`src/rtl/usb_data_tx_if.sv`:
```
// -----------------------------------------------------------------------------
// usb_data_tx_if
//   Bundles the packet request side, the serial transmit stream and the crc16
//   handshake of the USB DATA packet transmitter into one interface.
//
//   Signals
//     pkt_req / pid / data        : packet request and its contents
//     pkt_ack / busy / pkt_done   : request accepted, in progress, complete
//     tx_bit / tx_valid           : serial stream towards bit-stuff/NRZI
//     tx_sop / tx_eop             : first PID bit / last CRC bit markers
//     crc_start / crc_bit / crc_rec : towards crc16
//     crc_in / crc_ready / crc_done : from crc16
//
//   Modports
//     slave  : the transmitter itself (usb_data_tx)
//     master : its environment (packet source, stream sink, crc16 engine)
// -----------------------------------------------------------------------------
interface usb_data_tx_if #(
    parameter int PID_BITS  = 8,
    parameter int DATA_BITS = 64
);
    logic                 pkt_req;
    logic [PID_BITS-1:0]  pid;
    logic [DATA_BITS-1:0] data;
    logic                 pkt_ack;
    logic                 busy;
    logic                 tx_bit;
    logic                 tx_valid;
    logic                 tx_sop;
    logic                 tx_eop;
    logic                 pkt_done;
    logic                 crc_start;
    logic                 crc_bit;
    logic                 crc_rec;
    logic                 crc_in;
    logic                 crc_ready;
    logic                 crc_done;

    modport slave (
        input  pkt_req, pid, data, crc_in, crc_ready, crc_done,
        output pkt_ack, busy, tx_bit, tx_valid, tx_sop, tx_eop, pkt_done,
               crc_start, crc_bit, crc_rec
    );

    modport master (
        output pkt_req, pid, data, crc_in, crc_ready, crc_done,
        input  pkt_ack, busy, tx_bit, tx_valid, tx_sop, tx_eop, pkt_done,
               crc_start, crc_bit, crc_rec
    );
endinterface

```
`src/rtl/usb_data_tx.sv`:
```
// -----------------------------------------------------------------------------
// usb_data_tx
//   Transmit sequencer for USB DATA packets. Accepts a PID and a payload,
//   then emits one serial stream: PID (LSB first), payload (LSB first, also
//   fed bit by bit into crc16), then the CRC bits returned by crc16.
//
//   Ports
//     clk   : system clock, rising edge
//     rst_n : asynchronous active-low reset (shared with crc16)
//     bus   : usb_data_tx_if.slave -- request, serial stream, crc16 handshake
//
//   Sequence: IDLE -> PID -> DATA -> GAP -> CRC -> WAIT -> IDLE
// -----------------------------------------------------------------------------
module usb_data_tx #(
    parameter int PID_BITS  = 8,
    parameter int DATA_BITS = 64,
    parameter int CRC_BITS  = 16
) (
    input  logic          clk,
    input  logic          rst_n,
    usb_data_tx_if.slave  bus
);

    // One counter serves all three fields, so size it for the longest one.
    localparam int MAX_BITS = (DATA_BITS > PID_BITS)
                            ? ((DATA_BITS > CRC_BITS) ? DATA_BITS : CRC_BITS)
                            : ((PID_BITS  > CRC_BITS) ? PID_BITS  : CRC_BITS);
    localparam int CNT_W    = (MAX_BITS > 1) ? $clog2(MAX_BITS) : 1;

    localparam logic [CNT_W-1:0] PID_LAST  = CNT_W'(PID_BITS - 1);
    localparam logic [CNT_W-1:0] DATA_LAST = CNT_W'(DATA_BITS - 1);
    localparam logic [CNT_W-1:0] CRC_LAST  = CNT_W'(CRC_BITS - 1);
    localparam logic [CNT_W-1:0] CNT_ONE   = CNT_W'(1);

    typedef enum logic [2:0] {
        S_IDLE,
        S_PID,
        S_DATA,
        S_GAP,
        S_CRC,
        S_WAIT
    } state_t;

    state_t               state_q, state_d;
    logic [CNT_W-1:0]     cnt_q,   cnt_d;
    logic [PID_BITS-1:0]  pid_q,   pid_d;
    logic [DATA_BITS-1:0] data_q,  data_d;

    // NOTE: state registers use non-blocking assignments so every flop samples
    // the pre-edge value; the shift registers are plain flops (not a RAM), so
    // they are cleared by reset along with the rest of the state.
    always_ff @(posedge clk or negedge rst_n) begin
        if (!rst_n) begin
            state_q <= S_IDLE;
            cnt_q   <= '0;
            pid_q   <= '0;
            data_q  <= '0;
        end else begin
            state_q <= state_d;
            cnt_q   <= cnt_d;
            pid_q   <= pid_d;
            data_q  <= data_d;
        end
    end

    // NOTE: every signal driven here gets a default first, so no path through
    // the case statement can leave one unassigned and infer a latch.
    always_comb begin
        state_d       = state_q;
        cnt_d         = cnt_q;
        pid_d         = pid_q;
        data_d        = data_q;
        bus.pkt_ack   = 1'b0;
        bus.busy      = (state_q != S_IDLE);
        bus.tx_bit    = 1'b0;
        bus.tx_valid  = 1'b0;
        bus.tx_sop    = 1'b0;
        bus.tx_eop    = 1'b0;
        bus.pkt_done  = 1'b0;
        bus.crc_start = 1'b0;
        bus.crc_bit   = 1'b0;
        bus.crc_rec   = 1'b0;

        case (state_q)
            S_IDLE: begin
                if (bus.pkt_req) begin
                    bus.pkt_ack = 1'b1;
                    pid_d       = bus.pid;
                    data_d      = bus.data;
                    cnt_d       = '0;
                    state_d     = S_PID;
                end
            end

            S_PID: begin
                bus.tx_valid = 1'b1;
                bus.tx_bit   = pid_q[0];
                bus.tx_sop   = (cnt_q == '0);
                pid_d        = pid_q >> 1;
                cnt_d        = cnt_q + CNT_ONE;
                // crc16 is started on the last PID bit so its data phase lines
                // up with the first payload bit on the next cycle.
                if (cnt_q == PID_LAST) begin
                    bus.crc_start = 1'b1;
                    cnt_d         = '0;
                    state_d       = S_DATA;
                end
            end

            S_DATA: begin
                bus.tx_valid = 1'b1;
                bus.tx_bit   = data_q[0];
                bus.crc_bit  = data_q[0];
                data_d       = data_q >> 1;
                cnt_d        = cnt_q + CNT_ONE;
                if (cnt_q == DATA_LAST) begin
                    cnt_d   = '0;
                    state_d = S_GAP;
                end
            end

            // Idle slot while crc16 loads its complemented remainder.
            S_GAP: begin
                state_d = S_CRC;
            end

            // Forward CRC bits only while crc16 flags them ready; stalled
            // cycles neither emit nor count.
            S_CRC: begin
                bus.tx_valid = bus.crc_ready;
                bus.tx_bit   = bus.crc_ready & bus.crc_in;
                if (bus.crc_ready) begin
                    cnt_d = cnt_q + CNT_ONE;
                    if (cnt_q == CRC_LAST) begin
                        bus.tx_eop = 1'b1;
                        cnt_d      = '0;
                        state_d    = S_WAIT;
                    end
                end
            end

            S_WAIT: begin
                if (bus.crc_done) begin
                    bus.crc_rec  = 1'b1;
                    bus.pkt_done = 1'b1;
                    state_d      = S_IDLE;
                end
            end

            default: begin
                state_d = S_IDLE;
            end
        endcase
    end

endmodule

```
`src/flat_wrapper.sv`:
```
// flat-port wrapper written by rule: the top's interface ports become plain ports
module usb_data_tx_flat 
#(
    parameter int PID_BITS  = 8,
    parameter int DATA_BITS = 64,
    parameter int CRC_BITS  = 16
)
  (clk, rst_n, bus_pkt_req, bus_pid, bus_data, bus_crc_in, bus_crc_ready, bus_crc_done, bus_pkt_ack, bus_busy, bus_tx_bit, bus_tx_valid, bus_tx_sop, bus_tx_eop, bus_pkt_done, bus_crc_start, bus_crc_bit, bus_crc_rec);
  usb_data_tx_if #(.PID_BITS(PID_BITS), .DATA_BITS(DATA_BITS)) bus_i ();
  input  logic clk;
  input  logic rst_n;
  input wire logic [$bits(bus_i.pkt_req)-1:0] bus_pkt_req;
  input wire logic [$bits(bus_i.pid)-1:0] bus_pid;
  input wire logic [$bits(bus_i.data)-1:0] bus_data;
  input wire logic [$bits(bus_i.crc_in)-1:0] bus_crc_in;
  input wire logic [$bits(bus_i.crc_ready)-1:0] bus_crc_ready;
  input wire logic [$bits(bus_i.crc_done)-1:0] bus_crc_done;
  output wire logic [$bits(bus_i.pkt_ack)-1:0] bus_pkt_ack;
  output wire logic [$bits(bus_i.busy)-1:0] bus_busy;
  output wire logic [$bits(bus_i.tx_bit)-1:0] bus_tx_bit;
  output wire logic [$bits(bus_i.tx_valid)-1:0] bus_tx_valid;
  output wire logic [$bits(bus_i.tx_sop)-1:0] bus_tx_sop;
  output wire logic [$bits(bus_i.tx_eop)-1:0] bus_tx_eop;
  output wire logic [$bits(bus_i.pkt_done)-1:0] bus_pkt_done;
  output wire logic [$bits(bus_i.crc_start)-1:0] bus_crc_start;
  output wire logic [$bits(bus_i.crc_bit)-1:0] bus_crc_bit;
  output wire logic [$bits(bus_i.crc_rec)-1:0] bus_crc_rec;
  assign bus_i.pkt_req = bus_pkt_req;
  assign bus_i.pid = bus_pid;
  assign bus_i.data = bus_data;
  assign bus_i.crc_in = bus_crc_in;
  assign bus_i.crc_ready = bus_crc_ready;
  assign bus_i.crc_done = bus_crc_done;
  assign bus_pkt_ack = bus_i.pkt_ack;
  assign bus_busy = bus_i.busy;
  assign bus_tx_bit = bus_i.tx_bit;
  assign bus_tx_valid = bus_i.tx_valid;
  assign bus_tx_sop = bus_i.tx_sop;
  assign bus_tx_eop = bus_i.tx_eop;
  assign bus_pkt_done = bus_i.pkt_done;
  assign bus_crc_start = bus_i.crc_start;
  assign bus_crc_bit = bus_i.crc_bit;
  assign bus_crc_rec = bus_i.crc_rec;
  usb_data_tx #(.PID_BITS(PID_BITS), .DATA_BITS(DATA_BITS), .CRC_BITS(CRC_BITS)) u_core (.clk(clk), .rst_n(rst_n), .bus(bus_i));
endmodule
```
`config.mk`:
```
export PLATFORM = sky130hd
export DESIGN_NAME = usb_data_tx_flat
export DESIGN_NICKNAME = d
export VERILOG_FILES = /design/src/rtl/usb_data_tx_if.sv /design/src/rtl/usb_data_tx.sv /design/src/flat_wrapper.sv
export SDC_FILE = /design/constraint.sdc
export NUM_CORES = 1
export LEC_CHECK = 0
export ABC_AREA = 1
export BUFFER_PORTS_ARGS = -buffer_cell sky130_fd_sc_hd__buf_2
export CAP_MARGIN = 30
export CORE_MARGIN = 1
export CORE_UTILIZATION = 38
export DETAILED_ROUTE_END_ITERATION = 16
export GPL_TIMING_DRIVEN = 0
export PLACE_DENSITY = 0.6
export SLEW_MARGIN = 30
export SYNTH_ARGS = -nofsm -noshare
export SYNTH_HDL_FRONTEND = slang
export SYNTH_SLANG_ARGS = --single-unit
```
`constraint.sdc`:
```
create_clock -name clk -period 1.9 [get_ports clk]
set_clock_uncertainty 0.1 [all_clocks]
set_input_delay 0.38 -clock clk [delete_from_list [all_inputs] [get_ports clk]]
set_output_delay 0.38 -clock clk [all_outputs]
set_load 0.1 [all_outputs]
```
**Word level (Yosys, flattened, before mapping)**

Cells that the tools add are included.

- Output and inout port bits: 10
- Word-level logic and storage cells: 61
- Register bits after elaboration: 81

- Add/sub/neg operators: 1
- Muxes and demuxes: 30
- Bitwise operators: 1
- Reductions and logical operators: 11
- Equality and inequality tests: 14

Operators with widths:

| kind | number |
|---|---|
| $pmux W64 S2 | 1 |
| $mux W64 | 1 |
| $mux W6 | 5 |
| $pmux W6 S4 | 1 |
| $mux W3 | 6 |
| $pmux W3 S6 | 1 |
| $pmux W8 S2 | 1 |
| $mux W1 | 11 |
| $mux W8 | 1 |
| $add A6 B1 Y6 const B | 1 |
| $eq A3 B2 Y1 const B | 2 |
| $eq A3 B3 Y1 const B | 2 |
| $eq A6 B3 Y1 const B | 1 |
| $eq A6 B4 Y1 const B | 1 |
| $eq A6 B6 Y1 const B | 1 |
| $logic_not A6 Y1 | 1 |
| $ne A2 B1 Y1 const B | 3 |
| $ne A2 B2 Y1 const B | 3 |
| $reduce_and A6 Y1 | 1 |
| $reduce_and A2 Y1 | 2 |
| $reduce_bool A2 Y1 | 2 |
| $reduce_bool A4 Y1 | 1 |
| $eq A3 B1 Y1 const B | 1 |
| $logic_not A3 Y1 | 1 |
| 6 further kinds | 6 |

**Logic depth before layout (Yosys ltp)**

- Word-level depth: 4
- Gate-level depth with buffers: 10

**Worst setup path before layout**

OpenSTA, ideal clock, no wires.

- Path type: reg-to-output
- Start point: register u_core.state_q[2]
- End point: output port bus_tx_bit
- Setup slack: -1036 ps
- Arrival: 2456 ps
- Stages on the path, launching flop included: 6
- Cells stage by stage: dfrtp_1 -> inv_2 -> nand3_2 -> buf_4 -> buf_2 -> o221ai_1

- Longest elaborated chain between the ends: 2
- Elaborated cells between the ends (all ways): 4

RTL lines:

| what | line | source |
|---|---|---|
| start, declared | usb_data_tx.sv:44 | `state_t state_q, state_d;` |
| start signal, assigned | usb_data_tx.sv:59 | `state_q <= state_d;` |
| $eq A3 B3 Y1, or another cell as far along | usb_data_tx.sv:84 | `case (state_q)` |
| $pmux W1 S3 * | usb_data_tx.sv:84 |  |
| end, declared | flat_wrapper.sv:20 | `output wire logic [$bits(bus_i.tx_bit)-1:0] bus_tx_bit;` |

Every way passes the cells marked *; elsewhere a longest branch is shown, timed or not.

**Final worst setup path**

- Start point: register u_core.state_q[1]
- End point: output port bus_tx_bit

Same word-level chain as after synthesis.

==> metrics.md <==
| Metric | Value |
|---|---|
| Sequential share of the synthesized area | 54.1% |
| Max Slew Vio Count | 0 |
| Cell Pwr Density | 568 mW/mm^2 |
| WL final | 9790 um |
| Reg area | 0.00203 mm^2 |
| CP Data Required Time | 1.42 ns |
| CP max FO | 5 |
| I/O Buffers | 87 |
| Status | finished with violations |
| Drt via density | 4.95 |
| Cell row count | 35 |
| GRT overflow | 0 |
| Slowest-stage cell, CP | dfrtp_2 |
| CP Capture Type | output pin |
| Max-cap viol count | 0 |
| Drt wl/cell | 14.2 um |
| #FFs+latches synth | 81 |
| Iter 0 DRT Violations | 97 |
| Antenna-violating nets left | 0 |
| Class of the worst hold path | in -> reg |
| Initial antenna violation count | 0 |
| DRC | 0 |
| Kind of critical path | reg -> out |
| Post-synthesis cell type with the largest combined area | dfrtp_1 |
| Arrival @ worst endpoint | 1.57 ns |
| CTS tree | yes |
| Largest net degree at the start of global routing | 69 |
| Post-Syn Instances | 429 |
| Total negative slack | -0.935 ns |
| Ant diodes | 0 |
| H-tree levels | 3 |
| Unique masters post-synth | 24 |
| Die width | 101 um |
| Gpl congestion | 0.827 |
| Top cells by area, synth | dfrtp_1 (54%), o22ai_1 (12%), inv_1 (8.8%), a21oi_1 (8.7%), nand2_1 (3.9%) |
| Critical Path Source Type | register |
| Worst-skew pair later-pin latency | 0.35 ns |
| Share of the synthesized area in the top cell type | 54.1% |
| Max_slew headroom | 67.0% |
| Multi-input gate area | 0.00151 mm^2 |
| Layout cells sized above 1 | 34.7% |
| Endpoints failing setup | 9 |
| Failing checks | setup timing |
| First-pass GRT wire length | 15600 um |
| Setup WS pre-CTS | -0.308 ns |
| Total power | 3.00 mW |
| Total CTS buffers | 9 |
| Fin crit period | 2.05 ns |
| Dpl cell area | 0.00447 mm^2 |
| Total core area | 0.00942 mm^2 |
| Cell Area, Synth | 0.00375 mm^2 |
| Most common cell after layout, fill and taps aside | inv_1 |
| Delay-heaviest family, CP | buffers and inverters |
| Clock Path Buffers | 2 |
| Sink Count | 81 |
| Mapped Nets | 509 |
| Area growth, synth to finish | 40.6% |
| Slew @ Worst Pin | 0.496 ns |
| RSZ-0062 raised after global routing | true |
| Tcrit/Tclk final | 108% |
| Lkg Pwr | 2.54 nW |
| Die height | 101 um |
| Mean Syn Cell Area | 8.74 um^2 |
| Final HPWL from detailed placement | 6150 um |
| Filler Cell Count | 861 |
| Vias in the first global route | 3336 |
| Final hold viol count | 0 |
| WP buf/inv | 3 |
| Tot GR Track Use | 19.5% |
| Initial Utilization | 39.8% |
| Peak per-stage delay on the critical path | 0.47 ns |
| Fmax achieved | 487 MHz |
| Die ar. | 0.0103 mm^2 |
| Clock-pin slew on the worst setup and hold paths | 0.08 ns |
| Synth Warn # | 0 |
| Most frequent cells in the layout | inv_1 (84), buf_2 (78), dfrtp_1 (78) |
| Layout Nets | 637 |
| Worst-path cell chain | inv_2 -> nand3_4 -> clkbuf_16 -> o221ai_4 -> buf_12 |
| Clk root buf | clkbuf_8 |
| Peak supply drop | 394 uV |
| Worst setup margin | -0.152 ns |
| Drt pass-1 iters | 4 |
| Routed via count | 3419 |
| Final Cell Area | 0.00527 mm^2 |
| Placed cells | 646 |
| Final non-filler cell total | 691 |
| Ports | 88 |
| R2R Setup Slk | 0.06 ns |
[stage by stage]
step / util [%] / hold slack [ns]
floorplan: - / -0.0156
global placement: 47.1 / 0.386
detailed placement: 47.5 / 0.116
CTS: 53.5 / 0.154
global route: 56.0 / 0.177
finish: 56.0 / 0.162
[cell usage after synthesis (all sizes together)]
cell	count
inv	92
dfrtp	81
o22ai	70
a21oi	65
nand2	40
nor2	28
buf	18
nand3	14
o21ai	6
clkbuf	4
nand4	3
a22o	2
ha	2
xnor2	2
a31oi	1
o221ai	1
[where the power goes]
group	total [mW]	internal (mW)	leakage [nW]	switching (mW)
sequential	1.73	1.72	1.10	0.00141
clock	1.13	0.480	0.0770	0.649
combinational	0.141	0.0728	1.36	0.0687
total	3.00	2.28	2.54	0.719
[area by class of cell]
| type | count | area share, % |
|---|---|---|
| inverter | 92 | 6.60 |
| tap | 129 | 3.06 |
| timing repair buffer | 118 | 16.6 |
| multi-input combinational | 234 | 28.6 |
| sequential | 81 | 38.5 |
| buffer | 21 | 3.47 |
| clock buffer | 12 | 2.56 |
| clock inverter | 4 | 0.546 |
[final timing paths]
check,start,endpoint,cells after the start
max,u_core.state_q[1],bus_tx_bit,5
min,bus_pid[7],u_core.pid_q[7],2
max reg2reg,u_core.state_q[0],u_core.data_q[51],9
min reg2reg,u_core.data_q[47],u_core.data_q[47],2
max in group asynchronous,rst_n,u_core.cnt_q[4],3
min in group asynchronous,rst_n,u_core.data_q[17],2
[per-layer routing]
metal  track usage [%]  part of all wire (%)  routed length (um)
met5                 0                     0                   0
met4              7.47                   1.2                 115
met3              3.11                   2.9                 285
met2              32.3                    51                4970
met1              25.7                    45                4420
[flip-flops by register name, indices dropped and copies added (netlist names)]
name            count
u_core.data_q      64
u_core.pid_q        8
u_core.cnt_q        6
u_core.state_q      3
[kinds of logic after synthesis]
kind of cell | synth area share, %
AO/OA/AOI/OAI | 22.0
XOR/XNOR | 0.467
adder cells (fa/ha/maj) | 0.667
buffers and inverters | 12.6
flip-flops | 54.1
AND/OR/NAND/NOR | 10.1
[timing repair]
item / CTS / global route
endpoints found under the setup margin: 10 / 18
hold endpoints to repair: 13 / 0
buffers inserted: 20 / 10
pin swaps: 7 / 12
hold buffers: 1 / 0
resized for setup: 61 / 47
No activity file was read; power rests on OpenSTA's default activity.
